==> src/rtl/link_msg_pkg.sv <==
// link_msg_pkg: message definitions for the 64-bit root/leaf parent link.
// The root-side transmitter and the leaf-side deframer both use this package.
//
// Contents:
//   msg_type_e      - message type codes carried in header bits [63:56]
//   HDR_*_LSB       - header field bit positions
//   link_hdr_t      - header struct (type, destination, payload word count, test id)
//   hdr_unpack      - splits a raw link word into header fields
//   hdr_pack        - assembles a raw link word from header fields
//   msg_type_known  - true for a type code this link defines
package link_msg_pkg;

    typedef enum logic [7:0] {
        MSG_MEASUREMENT  = 8'h01,
        MSG_START_DECODE = 8'h02,
        MSG_SOFT_RESET   = 8'h03
    } msg_type_e;

    localparam int unsigned HDR_TYPE_LSB  = 56;
    localparam int unsigned HDR_DEST_LSB  = 48;
    localparam int unsigned HDR_COUNT_LSB = 32;
    localparam int unsigned HDR_ID_LSB    = 0;

    typedef struct packed {
        logic [7:0]  msg_type;
        logic [7:0]  dest;
        logic [15:0] word_count;
        logic [31:0] test_id;
    } link_hdr_t;

    function automatic link_hdr_t hdr_unpack(logic [63:0] word);
        link_hdr_t h;
        h.msg_type   = word[HDR_TYPE_LSB  +: 8];
        h.dest       = word[HDR_DEST_LSB  +: 8];
        h.word_count = word[HDR_COUNT_LSB +: 16];
        h.test_id    = word[HDR_ID_LSB    +: 32];
        return h;
    endfunction

    function automatic logic [63:0] hdr_pack(link_hdr_t h);
        logic [63:0] word;
        word                        = '0;
        word[HDR_TYPE_LSB  +: 8]    = h.msg_type;
        word[HDR_DEST_LSB  +: 8]    = h.dest;
        word[HDR_COUNT_LSB +: 16]   = h.word_count;
        word[HDR_ID_LSB    +: 32]   = h.test_id;
        return word;
    endfunction

    function automatic logic msg_type_known(logic [7:0] t);
        return (t == MSG_MEASUREMENT) || (t == MSG_START_DECODE) || (t == MSG_SOFT_RESET);
    endfunction

endpackage

==> src/rtl/leaf_parent_rx_deframer_if.sv <==
// leaf_parent_rx_deframer_if: bundles the two streaming channels of the leaf deframer.
//
// Signals:
//   parent_rx_data/valid/ready - 64-bit valid/ready parent link (root hub -> leaf)
//   meas_data/round/valid/ready - one syndrome round per handshake (leaf -> decoder)
//
// Modports:
//   master - the deframer: sinks the parent link and sources measurement rounds
//   slave  - its environment: sources the parent link and sinks measurement rounds
interface leaf_parent_rx_deframer_if #(
    parameter int unsigned MEAS_BITS = 108,
    parameter int unsigned ROUND_W   = 3
);

    logic [63:0]          parent_rx_data;
    logic                 parent_rx_valid;
    logic                 parent_rx_ready;

    logic [MEAS_BITS-1:0] meas_data;
    logic [ROUND_W-1:0]   meas_round;
    logic                 meas_valid;
    logic                 meas_ready;

    modport master (
        input  parent_rx_data,
        input  parent_rx_valid,
        output parent_rx_ready,
        output meas_data,
        output meas_round,
        output meas_valid,
        input  meas_ready
    );

    modport slave (
        output parent_rx_data,
        output parent_rx_valid,
        input  parent_rx_ready,
        input  meas_data,
        input  meas_round,
        input  meas_valid,
        output meas_ready
    );

endinterface

==> src/rtl/round_assembler.sv <==
// round_assembler: gathers the payload words of one syndrome round into a MEAS_BITS vector.
// Word k of a round lands in bits [64k+63:64k]; bits of the last word at or above
// MEAS_BITS are dropped. A word-in-round counter selects the slot and wraps after
// WORDS_PER_ROUND words.
//
// Ports:
//   clk, reset  - clock, asynchronous active-high reset
//   clear       - restart at word 0 of a round (new frame / soft reset)
//   word_en     - a payload word is being accepted this cycle
//   word        - the payload word
//   round_last  - the next accepted word completes the round
//   meas_data   - assembled round; holds its value while no words are accepted
module round_assembler #(
    parameter int unsigned MEAS_BITS       = 108,
    parameter int unsigned WORDS_PER_ROUND = 2
) (
    input  logic                 clk,
    input  logic                 reset,
    input  logic                 clear,
    input  logic                 word_en,
    input  logic [63:0]          word,
    output logic                 round_last,
    output logic [MEAS_BITS-1:0] meas_data
);

    localparam int unsigned IDX_W = (WORDS_PER_ROUND > 1) ? $clog2(WORDS_PER_ROUND) : 1;

    logic [IDX_W-1:0]     idx_q;
    logic [MEAS_BITS-1:0] buf_q;
    logic [MEAS_BITS-1:0] buf_d;

    assign round_last = (idx_q == IDX_W'(WORDS_PER_ROUND - 1));
    assign meas_data  = buf_q;

    // Per-bit slot select keeps the store exactly MEAS_BITS wide, so the
    // ignored top bits of the last word never reach a register.
    always_comb begin
        buf_d = buf_q;
        for (int b = 0; b < int'(MEAS_BITS); b++) begin
            if (b / 64 == int'(idx_q)) begin
                buf_d[b] = word[6'(b % 64)];
            end
        end
    end

    always_ff @(posedge clk or posedge reset) begin
        if (reset) begin
            idx_q <= '0;
            buf_q <= '0;
        end else if (clear) begin
            idx_q <= '0;
        end else if (word_en) begin
            buf_q <= buf_d;
            idx_q <= round_last ? '0 : idx_q + 1'b1;
        end
    end

endmodule

==> src/rtl/leaf_parent_rx_deframer.sv <==
// leaf_parent_rx_deframer: leaf-side receiver for the root hub's downstream parent link.
// Parses framed messages, unpacks MEASUREMENT payloads into per-round syndrome vectors
// for the decoder, and turns START_DECODE / SOFT_RESET headers into one-cycle pulses.
//
// Ports:
//   clk, reset      - clock, asynchronous active-high reset
//   bus (master)    - parent_rx_* link in, meas_* rounds out (see leaf_parent_rx_deframer_if)
//   test_id         - test id of the last accepted MEASUREMENT header
//   start_decoding  - one-cycle pulse after a START_DECODE header for this leaf
//   soft_reset      - one-cycle pulse after a SOFT_RESET header for this leaf
//   frame_error     - sticky; cleared by reset or an accepted SOFT_RESET
//   stat_frames/stat_dropped/stat_rounds - saturating counters, present only when
//                     LEAF_RX_STATS_EN is defined
//
// Frame errors: unknown type for this leaf, a trailing partial round, or more than
// CODE_DISTANCE rounds. Partial and excess rounds are consumed and never emitted.
module leaf_parent_rx_deframer
    import link_msg_pkg::*;
#(
    parameter int unsigned CODE_DISTANCE          = 5,
    parameter int unsigned LOGICAL_QUBITS_PER_DIM = 3,
    parameter int unsigned FPGA_ID                = 1
) (
    input  logic                        clk,
    input  logic                        reset,
    leaf_parent_rx_deframer_if.master   bus,
    output logic [31:0]                 test_id,
    output logic                        start_decoding,
    output logic                        soft_reset,
    output logic                        frame_error
`ifdef LEAF_RX_STATS_EN
    ,
    output logic [31:0]                 stat_frames,
    output logic [31:0]                 stat_dropped,
    output logic [31:0]                 stat_rounds
`endif
);

    localparam int unsigned MEAS_BITS =
        LOGICAL_QUBITS_PER_DIM ** 2 * (CODE_DISTANCE ** 2 - 1) / 2;
    localparam int unsigned WORDS_PER_ROUND = (MEAS_BITS + 63) / 64;
    localparam int unsigned ROUND_W = (CODE_DISTANCE > 1) ? $clog2(CODE_DISTANCE) : 1;
    // One extra code point so the counter can sit at CODE_DISTANCE (all rounds used).
    localparam int unsigned RCNT_W  = $clog2(CODE_DISTANCE + 1);

    typedef enum logic [1:0] {
        StHeader,
        StPayload,
        StEmit,
        StDrop
    } state_e;

    state_e             state_q;
    logic [15:0]        words_left_q;
    logic [RCNT_W-1:0]  rounds_q;
    logic               rx_ready_q;
    logic               meas_valid_q;
    logic [ROUND_W-1:0] meas_round_q;

    link_hdr_t          hdr;
    logic               beat;
    logic               hdr_fire;
    logic               word_fire;
    logic               dest_match;
    logic               has_payload;
    logic               frame_last;
    logic               round_room;
    logic               round_last;
    logic               meas_start;
    logic               soft_fire;

    assign hdr         = hdr_unpack(bus.parent_rx_data);
    assign beat        = bus.parent_rx_valid && rx_ready_q;
    assign hdr_fire    = beat && (state_q == StHeader);
    assign word_fire   = beat && (state_q == StPayload);
    assign dest_match  = (hdr.dest == 8'(FPGA_ID));
    assign has_payload = (hdr.word_count != 16'd0);
    assign frame_last  = (words_left_q == 16'd1);
    assign round_room  = (rounds_q < RCNT_W'(CODE_DISTANCE));
    assign meas_start  = hdr_fire && dest_match && (hdr.msg_type == MSG_MEASUREMENT)
                         && has_payload;
    assign soft_fire   = hdr_fire && dest_match && (hdr.msg_type == MSG_SOFT_RESET);

    assign bus.parent_rx_ready = rx_ready_q;
    assign bus.meas_valid      = meas_valid_q;
    assign bus.meas_round      = meas_round_q;

    round_assembler #(
        .MEAS_BITS       (MEAS_BITS),
        .WORDS_PER_ROUND (WORDS_PER_ROUND)
    ) u_round_assembler (
        .clk        (clk),
        .reset      (reset),
        .clear      (meas_start || soft_fire),
        .word_en    (word_fire),
        .word       (bus.parent_rx_data),
        .round_last (round_last),
        .meas_data  (bus.meas_data)
    );

    // parent_rx_ready is kept as its own register, low exactly while in StEmit.
    always_ff @(posedge clk or posedge reset) begin
        if (reset) begin
            state_q        <= StHeader;
            words_left_q   <= '0;
            rounds_q       <= '0;
            rx_ready_q     <= 1'b1;
            meas_valid_q   <= 1'b0;
            meas_round_q   <= '0;
            test_id        <= '0;
            start_decoding <= 1'b0;
            soft_reset     <= 1'b0;
            frame_error    <= 1'b0;
        end else begin
            start_decoding <= 1'b0;
            soft_reset     <= 1'b0;

            case (state_q)
                StHeader: begin
                    if (hdr_fire) begin
                        if (!dest_match) begin
                            if (has_payload) begin
                                state_q      <= StDrop;
                                words_left_q <= hdr.word_count;
                            end
                        end else begin
                            case (hdr.msg_type)
                                MSG_MEASUREMENT: begin
                                    if (has_payload) begin
                                        state_q      <= StPayload;
                                        words_left_q <= hdr.word_count;
                                        rounds_q     <= '0;
                                        test_id      <= hdr.test_id;
                                    end
                                end
                                MSG_START_DECODE: begin
                                    start_decoding <= 1'b1;
                                end
                                MSG_SOFT_RESET: begin
                                    soft_reset  <= 1'b1;
                                    frame_error <= 1'b0;
                                    rounds_q    <= '0;
                                    test_id     <= '0;
                                end
                                default: begin
                                    frame_error <= 1'b1;
                                    if (has_payload) begin
                                        state_q      <= StDrop;
                                        words_left_q <= hdr.word_count;
                                    end
                                end
                            endcase
                        end
                    end
                end

                StPayload: begin
                    if (word_fire) begin
                        words_left_q <= words_left_q - 16'd1;
                        if (round_last) begin
                            if (round_room) begin
                                state_q      <= StEmit;
                                rx_ready_q   <= 1'b0;
                                meas_valid_q <= 1'b1;
                                meas_round_q <= ROUND_W'(rounds_q);
                            end else begin
                                // Excess round: consumed, never presented.
                                frame_error <= 1'b1;
                                if (frame_last) begin
                                    state_q <= StHeader;
                                end
                            end
                        end else if (frame_last) begin
                            // Frame ended mid-round: drop the partial round.
                            frame_error <= 1'b1;
                            state_q     <= StHeader;
                        end
                    end
                end

                StEmit: begin
                    if (bus.meas_ready) begin
                        meas_valid_q <= 1'b0;
                        rx_ready_q   <= 1'b1;
                        rounds_q     <= rounds_q + 1'b1;
                        state_q      <= (words_left_q != 16'd0) ? StPayload : StHeader;
                    end
                end

                StDrop: begin
                    if (beat) begin
                        words_left_q <= words_left_q - 16'd1;
                        if (frame_last) begin
                            state_q <= StHeader;
                        end
                    end
                end

                default: begin
                    state_q <= StHeader;
                end
            endcase
        end
    end

`ifdef LEAF_RX_STATS_EN
    logic drop_entry;
    logic emit_fire;

    assign drop_entry = hdr_fire && has_payload
                        && (!dest_match || !msg_type_known(hdr.msg_type));
    assign emit_fire  = (state_q == StEmit) && bus.meas_ready;

    always_ff @(posedge clk or posedge reset) begin
        if (reset) begin
            stat_frames  <= '0;
            stat_dropped <= '0;
            stat_rounds  <= '0;
        end else begin
            if (hdr_fire && (stat_frames != '1)) begin
                stat_frames <= stat_frames + 32'd1;
            end
            if (drop_entry && (stat_dropped != '1)) begin
                stat_dropped <= stat_dropped + 32'd1;
            end
            if (emit_fire && (stat_rounds != '1)) begin
                stat_rounds <= stat_rounds + 32'd1;
            end
        end
    end
`endif

endmodule
==> src/flat_wrapper.sv <==
// flat-port wrapper written by rule: the top's interface ports become plain ports
module leaf_parent_rx_deframer_flat import link_msg_pkg::*;
#(
    parameter int unsigned CODE_DISTANCE          = 5,
    parameter int unsigned LOGICAL_QUBITS_PER_DIM = 3,
    parameter int unsigned FPGA_ID                = 1
)
  (clk, reset, test_id, start_decoding, soft_reset, frame_error, bus_parent_rx_data, bus_parent_rx_valid, bus_parent_rx_ready, bus_meas_data, bus_meas_round, bus_meas_valid, bus_meas_ready);
  leaf_parent_rx_deframer_if bus_i ();
  input  logic clk;
  input  logic reset;
  output logic [31:0] test_id;
  output logic start_decoding;
  output logic soft_reset;
  output logic frame_error;
  input wire logic [$bits(bus_i.parent_rx_data)-1:0] bus_parent_rx_data;
  input wire logic [$bits(bus_i.parent_rx_valid)-1:0] bus_parent_rx_valid;
  output wire logic [$bits(bus_i.parent_rx_ready)-1:0] bus_parent_rx_ready;
  output wire logic [$bits(bus_i.meas_data)-1:0] bus_meas_data;
  output wire logic [$bits(bus_i.meas_round)-1:0] bus_meas_round;
  output wire logic [$bits(bus_i.meas_valid)-1:0] bus_meas_valid;
  input wire logic [$bits(bus_i.meas_ready)-1:0] bus_meas_ready;
  assign bus_i.parent_rx_data = bus_parent_rx_data;
  assign bus_i.parent_rx_valid = bus_parent_rx_valid;
  assign bus_parent_rx_ready = bus_i.parent_rx_ready;
  assign bus_meas_data = bus_i.meas_data;
  assign bus_meas_round = bus_i.meas_round;
  assign bus_meas_valid = bus_i.meas_valid;
  assign bus_i.meas_ready = bus_meas_ready;
  leaf_parent_rx_deframer #(.CODE_DISTANCE(CODE_DISTANCE), .LOGICAL_QUBITS_PER_DIM(LOGICAL_QUBITS_PER_DIM), .FPGA_ID(FPGA_ID)) u_core (.clk(clk), .reset(reset), .bus(bus_i), .test_id(test_id), .start_decoding(start_decoding), .soft_reset(soft_reset), .frame_error(frame_error));
endmodule
==> config.mk <==
export PLATFORM = sky130hd
export DESIGN_NAME = leaf_parent_rx_deframer_flat
export DESIGN_NICKNAME = d
export VERILOG_FILES = /design/src/rtl/link_msg_pkg.sv /design/src/rtl/leaf_parent_rx_deframer_if.sv /design/src/rtl/round_assembler.sv /design/src/rtl/leaf_parent_rx_deframer.sv /design/src/flat_wrapper.sv
export SDC_FILE = /design/constraint.sdc
export NUM_CORES = 1
export LEC_CHECK = 0
export ABC_AREA = 1
export CAP_MARGIN = 30
export CELL_PAD_IN_SITES_DETAIL_PLACEMENT = 1
export CELL_PAD_IN_SITES_GLOBAL_PLACEMENT = 1
export CORE_MARGIN = 2
export CORE_UTILIZATION = 29
export DETAILED_ROUTE_END_ITERATION = 8
export PLACE_DENSITY = 0.82
export SYNTH_ARGS = -nofsm -noshare
export SYNTH_HDL_FRONTEND = slang
export SYNTH_SLANG_ARGS = --single-unit
==> constraint.sdc <==
create_clock -name clk -period 4.4 [get_ports clk]
set_input_delay 1.32 -clock clk [delete_from_list [all_inputs] [get_ports clk]]
set_output_delay 1.32 -clock clk [all_outputs]
set_load 0.02 [all_outputs]
-- After elaboration in Yosys (flattened, before gate mapping)
Index checks and enable logic that the tools add are counted.
- word-level logic and storage cells: 127
- input port bits: 68
- bits in registers: 126
- output and inout port bits: 148
- magnitude comparators: 1
- equal/unequal tests: 23
- bitwise gates (word level): 2
- reductions and logical operators: 28
- add/sub/neg operators: 3
- muxes and demuxes: 57
- operator list (kind ; count):
    $mux W16 ; 6
    $pmux W32 S2 ; 1
    $pmux W16 S3 ; 1
    $mux W32 ; 1
    $reduce_bool A16 Y1 ; 2
    $mux W1 ; 26
    $mux W2 ; 10
    $eq A16 B1 Y1 const B ; 1
    $eq A8 B1 Y1 const B ; 2
    $eq A8 B2 Y1 const B ; 2
    $sub A16 B1 Y16 const B ; 1
    $reduce_and A5 Y1 ; 3
    $mux W3 ; 4
    $pmux W3 S2 ; 2
    $reduce_and A6 Y1 ; 2
    $ne A2 B1 Y1 const B ; 5
    $reduce_bool A2 Y1 ; 5
    $ne A3 B3 Y1 const B ; 3
    $ne A2 B2 Y1 const B ; 4
    $pmux W1 S2 ; 4
    $pmux W2 S4 ; 1
    $logic_and A1 B1 Y1 ; 7
    $reduce_and A7 Y1 ; 1
    $ne A3 B2 Y1 const B ; 2
    14 further kinds ; 18

-- Longest topological paths before layout
- depth after elaboration: 8
- gate-level depth with buffers: 12
- mapped depth without buffers: 11

-- Modules after synthesis
From an unflattened synthesis, not the netlist that was laid out.
- cells, all modules: 805
- area total of the unflattened synthesis: 6622.6 um^2
- modules (own cells, without submodules) (module ; cells each ; times used ; area an instance (um^2) ; sequential area each (um^2)):
    leaf_parent_rx_deframer ; 473 ; 1 ; 3676.0 ; 1527.7
    round_assembler ; 332 ; 1 ; 2946.6 ; 1626.6

-- Least setup slack after synthesis
Ideal clock, no wire load.
- path kind: input-to-reg
- from: input port bus_parent_rx_data[55]
- to: register u_core.test_id[20]
- buffers on the path: 2
- data required time: 4.270 ns
- arrival: 2.254 ns
- cell stages on the path: 10
- slack: 2.017 ns
- library setup time: 0.130 ns
- cell sequence: nor2_1 > nand2_1 > nor2_1 > nand2_1 > nor2_1 > nand2_1 > buf_6 > buf_2 > nand2_1 > o21ai_0
- longest elaborated chain between the ends: 2
- ends and longest elaborated chain (element ; line ; RTL):
    start: declaration ; flat_wrapper.sv:16 ; input wire logic [$bits(bus_i.parent_rx_data)-1:0] bus_parent_rx_data;
    $eq A8 B1 Y1 ; leaf_parent_rx_deframer.sv:76 ; assign dest_match = (hdr.dest == 8'(FPGA_ID));
    $reduce_and A5 Y1 (no line) ; -- ;
    end signal: assignment ; leaf_parent_rx_deframer.sv:133 ; test_id <= hdr.test_id;
    end: declaration ; leaf_parent_rx_deframer.sv:27 ; output logic [31:0] test_id,
Every way passes these cells.
A chain may end at the register's enable or synchronous reset.

-- Worst setup path after layout
- from: input port bus_parent_rx_data[58]
- to: register u_core.test_id[3]
- longest elaborated chain between the ends: 3
- elaborated cells between the ends (all ways): 6
- classes of those cells: eq/ne (3); mux (1); reduce/logical (2)
- ends and longest elaborated chain (element ; line ; RTL):
    $eq A8 B1 Y1 or $eq A8 B2 Y1 (tied branches) ; leaf_parent_rx_deframer.sv:127 ; case (hdr.msg_type)
    $ne A2 B1 Y1 (no line) or $reduce_bool A2 Y1 (tied branches) ; -- ;
    $reduce_and A5 Y1 (no line) ; -- ;
Parallel ways exist; a longest one is shown, timed or not.

==> key figures <==
Worst setup path
  – Buf/Inv on CP: 4
  – Worst-path cell chain: clkdlybuf4s50_1 > inv_1 > nand2_1 > nor2_1 > nand2_2 > buf_4 > nand2_1 > nand2_2 > buf_12 > nand2_1 > o21ai_0
  – Setup Crit Path Kind: input pin to register
  – Max stage delay cell, worst path: clkdlybuf4s50_1
  – Worst Path Required: 4.71 ns
  – Worst Setup Start Kind: input pin
  – Critical Path Source: bus_parent_rx_data[58]
  – Critical path endpoint category: register
  – Cell mode on critical path: nand2_1
  – R2r startpoint: u_core.state_q[0]
  – Data arrival time of the worst path: 3.36 ns
  – Worst path max stage delay: 0.45 ns
  – CP Max Fanout: 45
  – Worst path top cell family by delay: buffers and inverters

Cells and area
  – Area grow syn2layout: 38.0%
  – Share of cells above drive strength 1: 0.0808
  – Nets: 1,049
  – Fillers: 2,605
  – ANT cells: 0
  – Non-filler cells, final: 1,270

GRT
  – Largest net degree at the start of global routing: 57
  – Gr usage total: 0.166
  – Global-route wire length before repair: 29,700 um
  – Initial antenna violation count: 0
  – Vias in the first global route: 5,891
  – GRT overflow: 0

Synth
  – Post-synth cell types: 29
  – Dominant cell type by area after synthesis: dfrtp_1
  – Synth Flop Type: dfrtp_1
  – Post-synth top area share: 0.494
  – Synth warn: 0
  – FFs w/ async S/R, synth: 1.00
  – Post-synthesis cell count: 809
  – Register area share after synthesis: 0.498
  – Top post-synthesis cells by count: 290 x nand2_1, 125 x dfrtp_1, 79 x inv_1, 68 x o21ai_0, 61 x nor2_1
  – EDFF count, synth: 0
  – Most frequent cell after synthesis: nand2_1
  – Syn Area/Cell: 7.83 um2
  – #FFs+latches synth: 126
  – Top cells by area, synth: dfrtp_1 49%, nand2_1 17%, buf_4 5.5%
  – Synthesized cell area: 6330 um2

Hold path
  – Hold_sp: u_core.frame_error
  – Hold Crit Class: register to register

Timing
  – Part of the cycle the worst path needs: 0.693
  – Slew Viols, Final: 0
  – Layout Skew: 0.0104 ns
  – FMAX: 0.328 GHz
  – Slew @ Worst Pin: 0.868 ns
  – Minimum clock period: 3.05 ns
  – RSZ-0062 raised after global routing: no
  – Max-slew headroom at the worst pin: 0.421
  – Fin Setup TNS: 0 ns
  – Fin. Hold Viols: 0
  – Final setup violation count: 0

Drt
  – Drt pass-1 iters: 6
  – Final WL: 18,500 um
  – Antenna viol nets, final: 0
  – Total number of vias: 5,638
  – Avg WL per Cell: 14.6 um
  – DR DRC count: 0
  – Via-to-Cell Ratio: 4.44
  – Initial drt markers: 175

Clocking
  – Worst-path clk slew: 0.06 ns
  – Clk buf depth: 2
  – # clock sinks: 126
  – Clock Latency Late Sink: 0.42 ns
  – CTS tree: built
  – Post_cts resized: 0
  – Num CTS Buffers: 17
  – H-tree depth: 4
  – Setup bufs post-CTS: 0
  – Hold buffer count at cts: 0
  – Clk root buf: clkbuf_16

Placement
  – RD Place Congestion: 0.793
  – Placed cell count: 1,237
  – IO buf count: 171
  – DP HPWL: 13,300 um

Floorplan
  – Starting Density: 0.293
  – Die width: 152 um
  – I/O Pins: 216
  – Die Height: 152 um
  – Die area: 23,000 um2
  – FP Rows: 54
  – Core area: 21,600 um2

Outcome
  – Status: completed

Power
  – Leakage Power: 0.00432 uW
  – P per Cell Area: 311 nW/um2
  – Part of the power in registers: 0.426
  – Sw frac: 0.255
  – Comb pwr share: 0.060
  – Psw: 694 uW
  – IR drop worst, VDD: 0.235 mV
  – Pint: 2020 uW
  – Clock Power Share: 0.514

Job
  – Max_cap viols: 0
state kept, by name (all words and copies together), names as in the netlist:
register                             flops
u_core.bus.parent_rx_ready               1
u_core.start_decoding                    1
u_core.state_q                           2
u_core.u_round_assembler.meas_data      64
u_core.soft_reset                        1
u_core.rounds_q                          3
u_core.words_left_q                     16
u_core.test_id                          32
u_core.u_round_assembler.round_last      1
u_core.bus.meas_valid                    1
u_core.bus.meas_round                    3
u_core.frame_error                       1
cells by family after synthesis:
family | share of synthesized area
AOI/OAI and AO/OA | 0.109
buffers and inverters | 0.130
DFF | 0.498
and+or+nand+nor | 0.253
adders and majority gates | 0.00791
xor gates and xnor gates | 0.00138
other | 0.000592
metal layers:
metal  track usage  share of wire  vias to the layer above
met3        0.0551          0.073                       29
met4        0.0551          0.020                        0
met5             0              0                        -
met1         0.196           0.42                     2702
met2         0.283           0.49                      141
li1              -              -                     2766
stage by stage:
step | setup WS [ns] | hold slack [ns] | cell area, um2 | power [uW] | util
2_1_floorplan | 1.53 | 0.449 | 6500 | 1290 | -
3_3_place_gp | 1.00 | 0.456 | 8140 | 1340 | 0.377
3_5_place_dp | 0.939 | 0.466 | 8140 | 1340 | 0.377
4_1_cts | 1.34 | 0.482 | 8720 | 2750 | 0.403
5_1_grt | 1.18 | 0.515 | 8740 | 2820 | 0.404
6_report | 1.35 | 0.480 | 8740 | 2720 | 0.404
final cells by class:
class / instances / area [um2] / share of cell area
flip-flops and latches: 126 / 3150 / 0.361
multi-input cells: 569 / 2520 / 0.288
repair buffers: 179 / 1820 / 0.209
clock buffers: 17 / 425 / 0.0487
well taps: 280 / 350 / 0.0401
inverters: 84 / 319 / 0.0365
clock inverters: 15 / 150 / 0.0172
placed cells by master (no fill, tap or decap), types with 5 or more instances in the layout:
cell and n:
o21ai_1 18, o21ai_2 21, conb_1 44, inv_6 6, inv_2 5, dfrtp_1 125, o21ai_0 68, inv_1 78
a21oi_1 8, nand2_1 289, nor2_1 61, clkdlybuf4s50_1 171, nand3_1 33, clkbuf_16 17
worst register-to-register path, cell delays in order (launching register included):
cell	delay [ns]
dfrtp_1	0.91
inv_2	0.39
nor2_4	0.23
inv_2	0.08
nor2_2	0.10
inv_2	0.05
nor2_2	0.10
inv_2	0.28
buf_4	0.38
nand2_1	0.15
o21ai_2	0.05
power groups by stage:
| stage | registers (uW) | logic (uW) | clock network, uW |
|---|---|---|---|
| after floorplan | 1180 | 105 | 0 |
| after global placement | 1180 | 161 | 0 |
| after detailed placement | 1180 | 163 | 0 |
| after CTS | 1160 | 164 | 1430 |
| after global routing | 1160 | 182 | 1480 |
| final | 1160 | 163 | 1400 |
path summary, 6_finish.rpt:
kind                                                          end  slack (ns)  cells after the start
min                                            u_core.frame_error        0.48                      2
min in group asynchronous  u_core.u_round_assembler.meas_data[26]        1.31                      3
max reg2reg                u_core.u_round_assembler.meas_data[93]        1.57                     10
max                                             u_core.test_id[3]        1.35                     11
min reg2reg                                    u_core.frame_error        0.48                      2
max in group asynchronous              u_core.bus.parent_rx_ready        2.54                      4
Power figures use the tool's default switching activity.
